[config.mk]
export PLATFORM = sky130hd
export DESIGN_NAME = rpi_spi_master
export DESIGN_NICKNAME = d
export VERILOG_FILES = /design/src/rtl/rpi_spi_master_pkg.sv /design/src/rtl/rpi_spi_clk_gen.sv /design/src/rtl/rpi_spi_master.sv
export SDC_FILE = /design/constraint.sdc
export NUM_CORES = 1
export LEC_CHECK = 0
export CAP_MARGIN = 20
export CELL_PAD_IN_SITES_DETAIL_PLACEMENT = 2
export CELL_PAD_IN_SITES_GLOBAL_PLACEMENT = 2
export CORE_ASPECT_RATIO = 0.5
export CORE_MARGIN = 2
export CORE_UTILIZATION = 32
export DETAILED_ROUTE_END_ITERATION = 7
export GPL_TIMING_DRIVEN = 0
export PLACE_DENSITY = 0.83
export SYNTH_ARGS = -nofsm -noshare
export SYNTH_HDL_FRONTEND = slang
export SYNTH_SLANG_ARGS = --single-unit
[constraint.sdc]
create_clock -name clk -period 1.4 [get_ports clk]
set_input_delay 0.28 -clock clk [delete_from_list [all_inputs] [get_ports clk]]
set_output_delay 0.28 -clock clk [all_outputs]
set_load 0.005 [all_outputs]
[src/rtl/rpi_spi_master_pkg.sv]
// Shared SPI frame layout, R/nW encoding and master FSM state encoding.
package rpi_spi_master_pkg;

   // R/nW field encoding; this bit is the first one on the wire
   localparam logic SPI_RW_READ  = 1'b1;
   localparam logic SPI_RW_WRITE = 1'b0;

   typedef enum logic [2:0] {
      S_IDLE     = 3'd0,
      S_SETUP    = 3'd1,
      S_SHIFT_LO = 3'd2,
      S_SHIFT_HI = 3'd3,
      S_HOLD     = 3'd4,
      S_GAP      = 3'd5
   } spi_state_e;

   // Frame = [R/nW][addr][data]
   function automatic int unsigned frame_bits(input int unsigned addr_bits,
                                              input int unsigned data_bits);
      return 1 + addr_bits + data_bits;
   endfunction

   function automatic int unsigned max_of4(input int unsigned a, input int unsigned b,
                                           input int unsigned c, input int unsigned d);
      int unsigned m;
      m = a;
      if (b > m) m = b;
      if (c > m) m = c;
      if (d > m) m = d;
      return m;
   endfunction

endpackage

[src/rtl/rpi_spi_clk_gen.sv]
// Phase counter shared by every timed FSM state; flags the last cycle of a state.
module rpi_spi_clk_gen #(
   parameter int unsigned phase_w = 4
) (
   input  logic               clk,
   input  logic               reset_n,
   input  logic               run,
   input  logic               hi_phase,
   input  logic [phase_w-1:0] terminal,
   output logic               done,
   output logic               sample
);

   logic [phase_w-1:0] phase;

   assign done   = run && (phase == terminal);
   assign sample = done && hi_phase;

   // Count up within a state; restart whenever the state completes or the FSM is idle
   always_ff @(posedge clk or negedge reset_n) begin
      if (!reset_n) begin
         phase <= '0;
      end else if (run && !done) begin
         phase <= phase + 1'b1;
      end else begin
         phase <= '0;
      end
   end

endmodule

[src/rtl/rpi_spi_master.sv]
// SPI mode-0 master: one command becomes one chip-select frame [R/nW][addr][data].
module rpi_spi_master
   import rpi_spi_master_pkg::*;
#(
   parameter int unsigned num_of_addr_bits = 7,
   parameter int unsigned num_of_data_bits = 8,
   parameter int unsigned clk_half_period  = 8,
   parameter int unsigned cs_setup_cycles  = 4,
   parameter int unsigned cs_hold_cycles   = 4,
   parameter int unsigned cs_gap_cycles    = 4
) (
   input  logic                        clk,
   input  logic                        reset_n,
   input  logic                        cmd_valid,
   output logic                        cmd_ready,
   input  logic                        cmd_read,
   input  logic [num_of_addr_bits-1:0] cmd_addr,
   input  logic [num_of_data_bits-1:0] cmd_wdata,
   output logic                        rsp_valid,
   output logic [num_of_data_bits-1:0] rsp_rdata,
   output logic                        busy,
   output logic                        spi_cs0,
   output logic                        spi_clk,
   output logic                        spi_mosi,
   input  logic                        spi_miso
);

   localparam int unsigned FRAME_BITS = frame_bits(num_of_addr_bits, num_of_data_bits);
   localparam int unsigned BIT_W      = $clog2(FRAME_BITS + 1);
   localparam int unsigned MAX_T      = max_of4(clk_half_period, cs_setup_cycles,
                                                cs_hold_cycles, cs_gap_cycles);
   localparam int unsigned PHASE_W    = $clog2(MAX_T + 1);

   localparam logic [PHASE_W-1:0] T_SETUP = PHASE_W'(cs_setup_cycles - 1);
   localparam logic [PHASE_W-1:0] T_HALF  = PHASE_W'(clk_half_period - 1);
   localparam logic [PHASE_W-1:0] T_HOLD  = PHASE_W'(cs_hold_cycles - 1);
   // GAP spends one extra cycle: the response cycle precedes the cs-low gap proper
   localparam logic [PHASE_W-1:0] T_GAP   = PHASE_W'(cs_gap_cycles);
   localparam logic [BIT_W-1:0]   LAST_BIT = BIT_W'(FRAME_BITS - 1);

   if (clk_half_period < 4) begin : g_bad_half_period
      $error("rpi_spi_master: clk_half_period must be >= 4");
   end
   if (cs_gap_cycles < 2) begin : g_bad_gap
      $error("rpi_spi_master: cs_gap_cycles must be >= 2");
   end
   if (cs_setup_cycles < 1 || cs_hold_cycles < 1) begin : g_bad_setup_hold
      $error("rpi_spi_master: cs_setup_cycles and cs_hold_cycles must be >= 1");
   end
   if (num_of_addr_bits < 1 || num_of_data_bits < 1) begin : g_bad_widths
      $error("rpi_spi_master: address and data widths must be >= 1");
   end

   spi_state_e                state, state_next;
   logic [1:0]                rst_sync;
   logic                      rst_int_n;
   logic [FRAME_BITS-1:0]     frame, frame_next;
   logic [BIT_W-1:0]          bit_cnt;
   logic [num_of_data_bits-1:0] rx;
   logic [PHASE_W-1:0]        terminal;
   logic                      phase_done, sample;
   logic                      accept, shift_adv, last_bit, rsp_fire, cs_next;

   // Reset asserts asynchronously, releases on a clk edge
   always_ff @(posedge clk or negedge reset_n) begin
      if (!reset_n) begin
         rst_sync <= '0;
      end else begin
         rst_sync <= {rst_sync[0], 1'b1};
      end
   end
   assign rst_int_n = rst_sync[1];

   assign cmd_ready = (state == S_IDLE);
   assign busy      = (state != S_IDLE);
   assign accept    = cmd_valid && cmd_ready;
   assign last_bit  = (bit_cnt == LAST_BIT);
   assign shift_adv = (state == S_SHIFT_HI) && phase_done;
   assign rsp_fire  = (state == S_HOLD) && phase_done;

   rpi_spi_clk_gen #(
      .phase_w (PHASE_W)
   ) u_clk_gen (
      .clk      (clk),
      .reset_n  (rst_int_n),
      .run      (busy),
      .hi_phase (state == S_SHIFT_HI),
      .terminal (terminal),
      .done     (phase_done),
      .sample   (sample)
   );

   // FSM state register
   always_ff @(posedge clk or negedge rst_int_n) begin
      if (!rst_int_n) begin
         state <= S_IDLE;
      end else begin
         state <= state_next;
      end
   end

   // Next state and per-state phase terminal count
   always_comb begin
      state_next = state;
      terminal   = '0;
      unique case (state)
         S_IDLE: begin
            if (cmd_valid) state_next = S_SETUP;
         end
         S_SETUP: begin
            terminal = T_SETUP;
            if (phase_done) state_next = S_SHIFT_LO;
         end
         S_SHIFT_LO: begin
            terminal = T_HALF;
            if (phase_done) state_next = S_SHIFT_HI;
         end
         S_SHIFT_HI: begin
            terminal = T_HALF;
            if (phase_done) state_next = last_bit ? S_HOLD : S_SHIFT_LO;
         end
         S_HOLD: begin
            terminal = T_HOLD;
            if (phase_done) state_next = S_GAP;
         end
         S_GAP: begin
            terminal = T_GAP;
            if (phase_done) state_next = S_IDLE;
         end
         default: state_next = S_IDLE;
      endcase
   end

   // Next frame contents: load on accept, shift after each non-final bit
   always_comb begin
      frame_next = frame;
      if (accept) begin
         frame_next = {cmd_read, cmd_addr, cmd_wdata};
      end else if (shift_adv && !last_bit) begin
         frame_next = FRAME_BITS'({frame, 1'b0});
      end
   end

   assign cs_next = (state_next == S_SETUP) || (state_next == S_SHIFT_LO) ||
                    (state_next == S_SHIFT_HI) || (state_next == S_HOLD);

   // Frame shift register, bit counter and MISO capture
   always_ff @(posedge clk or negedge rst_int_n) begin
      if (!rst_int_n) begin
         frame   <= '0;
         bit_cnt <= '0;
         rx      <= '0;
      end else begin
         frame <= frame_next;
         if (accept) begin
            bit_cnt <= '0;
         end else if (shift_adv) begin
            bit_cnt <= bit_cnt + 1'b1;
         end
         if (sample) begin
            rx <= num_of_data_bits'({rx, spi_miso});
         end
      end
   end

   // Registered pin and response outputs, decoded from the next state so they track the FSM exactly
   always_ff @(posedge clk or negedge rst_int_n) begin
      if (!rst_int_n) begin
         spi_cs0   <= 1'b0;
         spi_clk   <= 1'b0;
         spi_mosi  <= 1'b0;
         rsp_valid <= 1'b0;
         rsp_rdata <= '0;
      end else begin
         spi_cs0   <= cs_next;
         spi_clk   <= (state_next == S_SHIFT_HI);
         spi_mosi  <= cs_next && frame_next[FRAME_BITS-1];
         rsp_valid <= rsp_fire;
         if (rsp_fire) begin
            rsp_rdata <= rx;
         end
      end
   end

endmodule
**Yosys cells after proc, flatten, opt, wreduce, memory -nomap -nowiden**

Index checks and enable logic that the tools add are counted.

- Mux-type cells: 14
- Add/sub/neg operators: 2
- Reductions and logical operators: 18
- Equal/unequal tests: 11

Operator list:

| kind | number |
|---|---|
| two-way mux 16 bit | 2 |
| two-way mux 3 bit | 7 |
| one-hot mux 3 bit (6 select lines) | 1 |
| equality test 3 x 2 -> 1 bit, second input constant | 4 |
| two-way mux 5 bit | 2 |
| equality test 3 bit, second input constant | 3 |
| one-hot mux 3 bit (3 select lines) | 1 |
| logical AND 1 bit | 7 |
| equality test 3 x 1 -> 1 bit, second input constant | 2 |
| adder 5 x 1 -> 5 bit, second input constant | 1 |
| equality test 5 x 4 -> 1 bit, second input constant | 1 |
| adder 4 x 1 -> 4 bit, second input constant | 1 |
| equality test 4 x 3 -> 1 bit | 1 |
| two-way mux 4 bit | 1 |
| nonzero test 2 bit | 2 |
| OR reduction 2 bit | 2 |
| logical NOT 3 bit | 1 |
| logical OR 1 bit | 3 |
| nonzero test 3 bit | 1 |
| logical NOT 1 bit | 2 |

- Logic and storage cells: 57
- Input port bits: 20
- Output and inout bits: 14
- Register bits after elaboration: 50

**Logic depth before layout (Yosys ltp)**

Gate-level depths: netlist of run 1.

- Word-level depth: 12
- Mapped depth: 7
- Gate-level depth less buffers: 6

**Modules after synthesis**

Synthesis of run 1 repeated with hierarchy kept, for this count alone.

- Cell total of the unflattened synthesis: 185
- Area, all modules: 2227.1 µm²

Modules (own cells, without submodules):

| module | cells each | instances | area each (µm²) |
|---|---|---|---|
| rpi_spi_master | 164 | 1 | 1991.9 |
| rpi_spi_clk_gen | 21 | 1 | 235.2 |

**Worst setup path after synthesis of run 1**

No wires, ideal clock.

- Path type: register -> register
- Start: reg bit_cnt[0]
- End: reg frame[14]
- Clock period less this slack: 1.944 ns
- Library setup time: 0.132 ns
- Path slack: -0.544 ns
- Cell stages (with the launch flop): 8
- Data required time: 1.268 ns
- Arrival time: 1.811 ns
- Cells stage by stage: dfrtp_1 -> ha_1 -> and3_1 -> ha_1 -> nor3_4 -> buf_6 -> mux2i_1 -> o21ai_1

- Longest elaborated chain between the ends: 4

Ends and longest elaborated chain:

| element | line | source |
|---|---|---|
| from (decl) | rpi_spi_master.sv:58 | `logic [BIT_W-1:0] bit_cnt;` |
| from (signal assigned) | rpi_spi_master.sv:158 | `bit_cnt <= bit_cnt + 1'b1;` |
| equality test 5 x 4 -> 1 bit | rpi_spi_master.sv:77 | `assign last_bit = (bit_cnt == LAST_BIT);` |
| logical NOT 1 bit | rpi_spi_master.sv:139 | `end else if (shift_adv && !last_bit) begin` |
| logical AND 1 bit | rpi_spi_master.sv:139 |  |
| nonzero test 2 bit (no line) | - |  |
| to (signal assigned) | rpi_spi_master.sv:154 | `frame <= frame_next;` |
| to (decl) | rpi_spi_master.sv:57 | `logic [FRAME_BITS-1:0] frame, frame_next;` |

Every way passes these cells.
A chain may end at the register's enable or synchronous reset.

**Worst setup path in the final report of run 1**

- Start: reg state[2]
- End: reg frame[14]

- Longest elaborated chain between the ends: 8

Ends and longest elaborated chain:

| element | line | source |
|---|---|---|
| from (decl) | rpi_spi_master.sv:54 | `spi_state_e state, state_next;` |
| from (signal assigned) | rpi_spi_master.sv:98 | `state <= state_next;` |
| equality test 3 bit (tied with other cells) | rpi_spi_master.sv:106 | `unique case (state)` |
| OR reduction 2 bit (no line) | - |  |
| one-hot mux 3 bit (3 select lines) | rpi_spi_master.sv:106 |  |
| equality test 4 x 3 -> 1 bit | rpi_spi_clk_gen.sv:16 | `assign done = run && (phase == terminal);` |
| logical AND 1 bit | rpi_spi_clk_gen.sv:16 |  |
| logical AND 1 bit | rpi_spi_master.sv:78 | `assign shift_adv = (state == S_SHIFT_HI) && phase_done;` |
| logical AND 1 bit | rpi_spi_master.sv:139 |  |
| nonzero test 2 bit (no line) | - |  |

Several ways; a longest one is shown, not always the timed one.

==> impl_metrics.ini, run 1 <==
[sta]
post-route-min-period_ns = 2.07
worst_pin_slew_ns = 0.714
clock_skew_ns = 0.00597
finalHoldViolCount = 0
setup_viol = 48
drv_slew = 0
fin_ws_ns = -0.666
max-slew-margin-rel_pct = 52.1
rsz0062_at_grt = yes
finalCritPeriodShare_pct = 148
fmax_mhz = 484

[critical_path]
path_cells = buf_4, buf_6, nand4bb_4, nor3_4, buf_6, buf_12, mux2i_4, o21ai_2
path_buf_inv = 4
worstReg2RegStart = state[2]$_DFF_PN0_
max_stage_delay_ns = 0.42
worstRegToRegCells = 8
slowest_stage = dfrtp_1
critical_path_arrival_ns = 2.25
crit_path_start_kind = flip-flop
crit_family = buffers and inverters
cp_max_fo = 6
cp_common_cell = buf_6
critical_path_class = reg2reg
rrSetupSlack_ns = -0.67
end_kind = flip-flop
worstPathRequired_ns = 1.59
reg2reg_to = frame[14]$_DFFE_PN0P_

[synthesis]
syn-num-nets = 235
synth_xor_area_share_pct = 2.60
synthMuxAreaShare_pct = 14.8
ys_seq_area_share_pct = 53.0
synthAdderAreaFrac_pct = 1.59
synth-simple-area-share_pct = 14.9
synth_compound_area_share_pct = 8.80
synthesis.instances = 212
ys_warn_count = 0
syn-cell-area_um2 = 2360
yosysUniqueCellTypes = 40
avgSynthCellArea_um2 = 11.1
ys_seq_elements = 50
synth_top_family_by_area = simple AND/OR/NAND/NOR gates

[placement]
gp_congestion = 0.844
dp_slack_ns = -0.826
numPortBuffers = 33
post-dp-hpwl_um = 4110

[clock_network]
htree_levels = 2
clk_pin_slew_worst_paths_ns = 0.07
cts_tree = yes
ctsHoldBuffers = 0
clock_path_buffers = 2
clk_latency_ns = 0.31
cts_inserted_buffers = 5
cts_root_buf = clkbuf_16
clock-sinks = 50

[flow_run]
drv_cap = 0

[floorplan]
core_um2 = 7240
ios = 34
start_util_pct = 32.6
fp.dieW_um = 125
die-area_um2 = 8120
fp.dieH_um = 64.7
row_count = 22

[run_status]
outcome = complete, but fails checks
violations = negative setup slack

[drt]
vias = 2045
drcViolationCount = 0
viasPerCell = 5.20
drt_wl_total_um = 11100
wire_per_inst_um = 28.2
ant_nets = 0
drt_iter0_drc = 96
drt_pass1_iterations = 4

[final_layout]
fin_nets = 319
fillers = 674
syn_to_final_growth_pct = 65.0
drive_above_1_share_pct = 47.5
antenna_cells = 0

[power]
p_per_area_nw_per_um2 = 2020
irDropWorstVdd_mv = 0.741
power_mw = 7.88
leakage_nw = 1.68

[global_routing]
antenna_found_initial = 0
gr-total-overflow = 0
grt_max_degree = 49
grt_pass1_vias = 2270
grt_pass1_wl_um = 14600
track_usage_pct = 24.3

[hold_path]
holdCritPathClass = in2async
==> report_power, final <==
group / leakage [nW] / total (mW) / switching (mW) / internal, mW
logic: 0.986 / 4.17 / 2.13 / 2.04
clock network: 0.0729 / 1.34 / 0.625 / 0.711
registers: 0.623 / 2.37 / 0.455 / 1.92
total: 1.68 / 7.88 / 3.21 / 4.67
==> cell type report <==
type | instances | area, um^2 | share of cell area [%]
tap | 96 | 120 | 3.08
sequential | 50 | 1250 | 32.2
inverter | 5 | 21.3 | 0.546
clock inverter | 2 | 12.5 | 0.321
timing repair buffer | 78 | 778 | 20.0
buffer | 12 | 138 | 3.53
multi-input combinational | 144 | 1430 | 36.7
clock buffer | 6 | 139 | 3.57
==> cell usage in the layout (no fill, tap or decap), types with 4 or more instances in the layout <==
master           synthesis  final
nand2_1                 23     19
mux2i_4                  0      4
mux2_2                  16      7
o21ai_2                  0      6
inv_1                    5      4
dlygate4sd2_1            0     10
o21ai_1                  4     13
buf_4                    1     23
nor2_1                  13      8
buf_6                    2     24
nor3_4                   1      7
mux2i_2                  0      4
clkbuf_16                0      6
mux2i_1                 17      9
buf_12                   0      4
xnor2_1                  6      5
mux2_4                   0      9
clkdlybuf4s50_1          0     18
dfrtp_1                 50     47
==> cell families after synthesis <==
group | after synthesis
AOI/OAI and AO/OA | 32
xor gates and xnor gates | 7
adders and majority gates | 3
buffers and inverters | 19
DFF | 50
muxes | 33
other | 1
and+or+nand+nor | 67
==> Yosys cell counts, drive strengths merged <==
cell / instances / area (um^2)
a2111oi: 1 / 27.5
nand2b: 1 / 6.26
nand3: 5 / 25.0
a31o: 2 / 17.5
nand3b: 2 / 15.0
mux2i: 17 / 170
and4b: 1 / 10.0
conb: 1 / 3.75
nor2: 13 / 48.8
a31oi: 1 / 6.26
o211a: 1 / 10.0
ha: 3 / 37.5
o21a: 1 / 7.51
nor3b: 2 / 15.0
nor3: 9 / 56.3
xnor2: 6 / 52.6
and3: 2 / 12.5
a211o: 1 / 8.76
and2: 1 / 6.26
or4: 1 / 7.51
or3: 1 / 6.26
inv: 5 / 18.8
nand4bb: 2 / 22.5
nor4b: 1 / 15.0
nand2: 23 / 86.3
a211oi: 1 / 7.51
buf: 6 / 45.0
clkbuf: 8 / 32.5
nor2b: 3 / 18.8
o21ai: 21 / 105
a21oi: 2 / 10.0
mux2: 16 / 180
xor2: 1 / 8.76
dfrtp: 50 / 1250
a22oi: 1 / 7.51
==> registers in the layout, indices dropped and copies added (netlist names) <==
register	cells
frame	16
rsp_rdata	8
rx	8
bit_cnt	5
u_clk_gen.phase	4
state	3
rst_sync	2
rsp_valid	1
spi_clk	1
spi_cs0	1
spi_mosi	1
==> metal layers <==
metal  routed length, um  global-route usage, %  up-vias
met4                 243                   6.53        0
met2                5270                   41.7       51
met1                5160                   31.3     1069
met5                   0                      0        -
met3                 403                   5.53       21
li1                    -                      -      904
==> repair_timing <==
action	CTS	global route
gates resized for setup	99	60
setup endpoints to repair	58	52
cloned	3	0
buffers inserted	25	21
pin swaps	17	20
endpoints found under the hold margin	0	0
==> through the flow <==
step	cell area (um^2)	cells	hold WS, ns	utilization, %	setup TNS [ns]
6_report	3890	393	0.138	53.8	-22.09
5_1_grt	3890	393	0.140	53.8	-24.51
4_1_cts	3520	376	0.144	48.6	-15.25
3_5_place_dp	2860	341	0.348	39.5	-23.75
3_3_place_gp	2860	341	0.337	39.5	-20.89
2_1_floorplan	2410	212	-0.0156	-	-8.94
==> worst max-delay path by stage <==
stage	startpoint	end	slack [ns]	cells past startpoint
3_3_place_gp	cmd_valid	frame[3]$_DFFE_PN0P_	-0.70	5
2_1_floorplan	state[2]$_DFF_PN0_	u_clk_gen.phase[3]$_DFF_PN0_	-0.43	6
6_report	state[2]$_DFF_PN0_	frame[14]$_DFFE_PN0P_	-0.67	8
3_5_place_dp	cmd_valid	frame[3]$_DFFE_PN0P_	-0.83	5
5_1_grt	state[2]$_DFF_PN0_	u_clk_gen.phase[1]$_DFF_PN0_	-0.72	6
4_1_cts	state[2]$_DFF_PN0_	u_clk_gen.phase[3]$_DFF_PN0_	-0.53	7
Power figures use the tool's default switching activity.
==> run 2, diff against run 1 <==
CAP_MARGIN = not set   (was 20)
CORE_MARGIN = 3   (was 2)
==> impl_metrics.ini, run 2 (same netlist as run 1, synthesis figures left out) <==
[final_layout]
design_area_um2 = 3830
final_cell_mix = 47 x dfrtp_1, 31 x buf_4, 19 x buf_6, 19 x nand2_1, 19 x clkdlybuf4s50_1
drive_above_1_share_pct = 46.1
fillers = 661
final_core_util_pct = 55.4
largest_reg_flops = 16
antenna_cells = 0
fin_nets = 317
largestRegisters = frame: 16 flops, rsp_rdata: 8 flops, rx: 8 flops
syn_to_final_growth_pct = 62.3
largest-register = frame
final_common_cell = dfrtp_1

[clock_network]
clk_pin_slew_worst_paths_ns = 0.08
htree_levels = 2
ctsHoldBuffers = 0
clk_latency_ns = 0.32
clock-sinks = 50
cts_tree = yes
clock_path_buffers = 2
cts_root_buf = clkbuf_16
cts_inserted_buffers = 5

[sta]
finalHoldViolCount = 0
drv_slew = 0
post-route-min-period_ns = 2.03
worst_pin_slew_ns = 0.690
setup_tns_ns = -22.21
clock_skew_ns = 0.0201
rsz0062_at_grt = yes
fin_ws_ns = -0.632
max-slew-margin-rel_pct = 54.0
finalCritPeriodShare_pct = 145
fmax_mhz = 492
setup_viol = 49

[global_routing]
track_usage_pct = 26.0
gr-total-overflow = 0
antenna_found_initial = 0
grt_pass1_wl_um = 15600
grt_max_degree = 49
grt_pass1_vias = 2360

[drt]
drt_wl_total_um = 11500
viasPerCell = 5.48
drt_iter0_drc = 205
vias = 2119
wire_per_inst_um = 29.6
drt_pass1_iterations = 4
drcViolationCount = 0
ant_nets = 0

[critical_path]
cp_max_fo = 5
crit_path_start_kind = flip-flop
critical_path_class = reg2reg
rrSetupSlack_ns = -0.63
worstPathRequired_ns = 1.58
critical_path_arrival_ns = 2.21
worstReg2RegStart = state[1]$_DFF_PN0_
end_kind = flip-flop
reg2reg_to = frame[11]$_DFFE_PN0P_
worstRegToRegCells = 9

[power]
irDropWorstVdd_mv = 0.934
leakage_nw = 1.65
p_per_area_nw_per_um2 = 2100

[floorplan]
row_count = 21
ios = 34
core_um2 = 6910
fp.dieH_um = 66.7
die-area_um2 = 8500
start_util_pct = 34.1
fp.dieW_um = 127

[hold_path]
holdCritPathClass = in2async

[placement]
placed_area_um2 = 2850
gp_congestion = 0.767
numPortBuffers = 33
post-dp-hpwl_um = 4560

[run_status]
outcome = complete, but fails checks
violations = negative setup slack

[flow_run]
drv_cap = 0
## run 2: repair_timing
| item | in CTS | in global routing |
|---|---|---|
| endpoints found under the setup margin | 61 | 98 |
| endpoints found under the hold margin | 0 | 0 |
| cloned | 2 | 0 |
| resized for setup | 91 | 64 |
| buffers inserted | 28 | 17 |
| pin swaps | 10 | 13 |
## run 2: final cells by class
type	count	area, um^2	area share, %
buffer	12	138	3.59
clock buffer	6	139	3.63
clock inverter	2	60.1	1.57
inverter	5	21.3	0.555
multi-input combinational	144	1390	36.3
sequential	50	1260	32.8
tap	92	115	3.01
timing repair buffer	76	708	18.5
## run 2: stage by stage
stage          hold slack (ns)  setup slack (ns)  power [mW]  cells
3_5_place_dp             0.347            -0.791        4.20    337
3_3_place_gp             0.336            -0.642        3.99    337
4_1_cts                  0.140            -0.547        6.75    375
6_report                 0.150            -0.632        8.05    387
5_1_grt                  0.140            -0.665        8.34    387
2_1_floorplan          -0.0156            -0.425        3.56    212
## run 2: power by group
| part | leakage [nW] | switching (mW) | total [mW] | internal (mW) |
|---|---|---|---|---|
| combinational | 0.934 | 2.02 | 3.90 | 1.88 |
| sequential | 0.623 | 0.511 | 2.43 | 1.92 |
| clock | 0.0971 | 0.638 | 1.71 | 1.08 |
## run 2: worst max path at each step
stage                                            start                           end  slack (ns)  cells after the start
after floorplan                     state[2]$_DFF_PN0_  u_clk_gen.phase[3]$_DFF_PN0_       -0.43                      6
after global placement    u_clk_gen.phase[3]$_DFF_PN0_         frame[10]$_DFFE_PN0P_       -0.64                      6
after detailed placement                     cmd_valid          frame[8]$_DFFE_PN0P_       -0.79                      5
after CTS                           state[0]$_DFF_PN0_  u_clk_gen.phase[2]$_DFF_PN0_       -0.55                      6
after global routing                state[1]$_DFF_PN0_         frame[11]$_DFFE_PN0P_       -0.67                      9
final                               state[1]$_DFF_PN0_         frame[11]$_DFFE_PN0P_       -0.63                      9
## run 2: metal layers
layer	GRT usage, %	up-vias	share of wire [%]
met5	0	-	0
met4	11.4	0	2.8
met3	5.84	28	4.1
met2	45.9	85	48
met1	30.8	1106	45
li1	-	900	-
## run 2: critical path, stage by stage, from the launching register on
cell and delay (ns):
dfrtp_2 0.41, buf_4 0.13, buf_6 0.10, buf_4 0.12
nand4bb_4 0.17, nor3_4 0.32, buf_6 0.17, buf_8 0.13
mux2i_1 0.24, o21ai_1 0.10
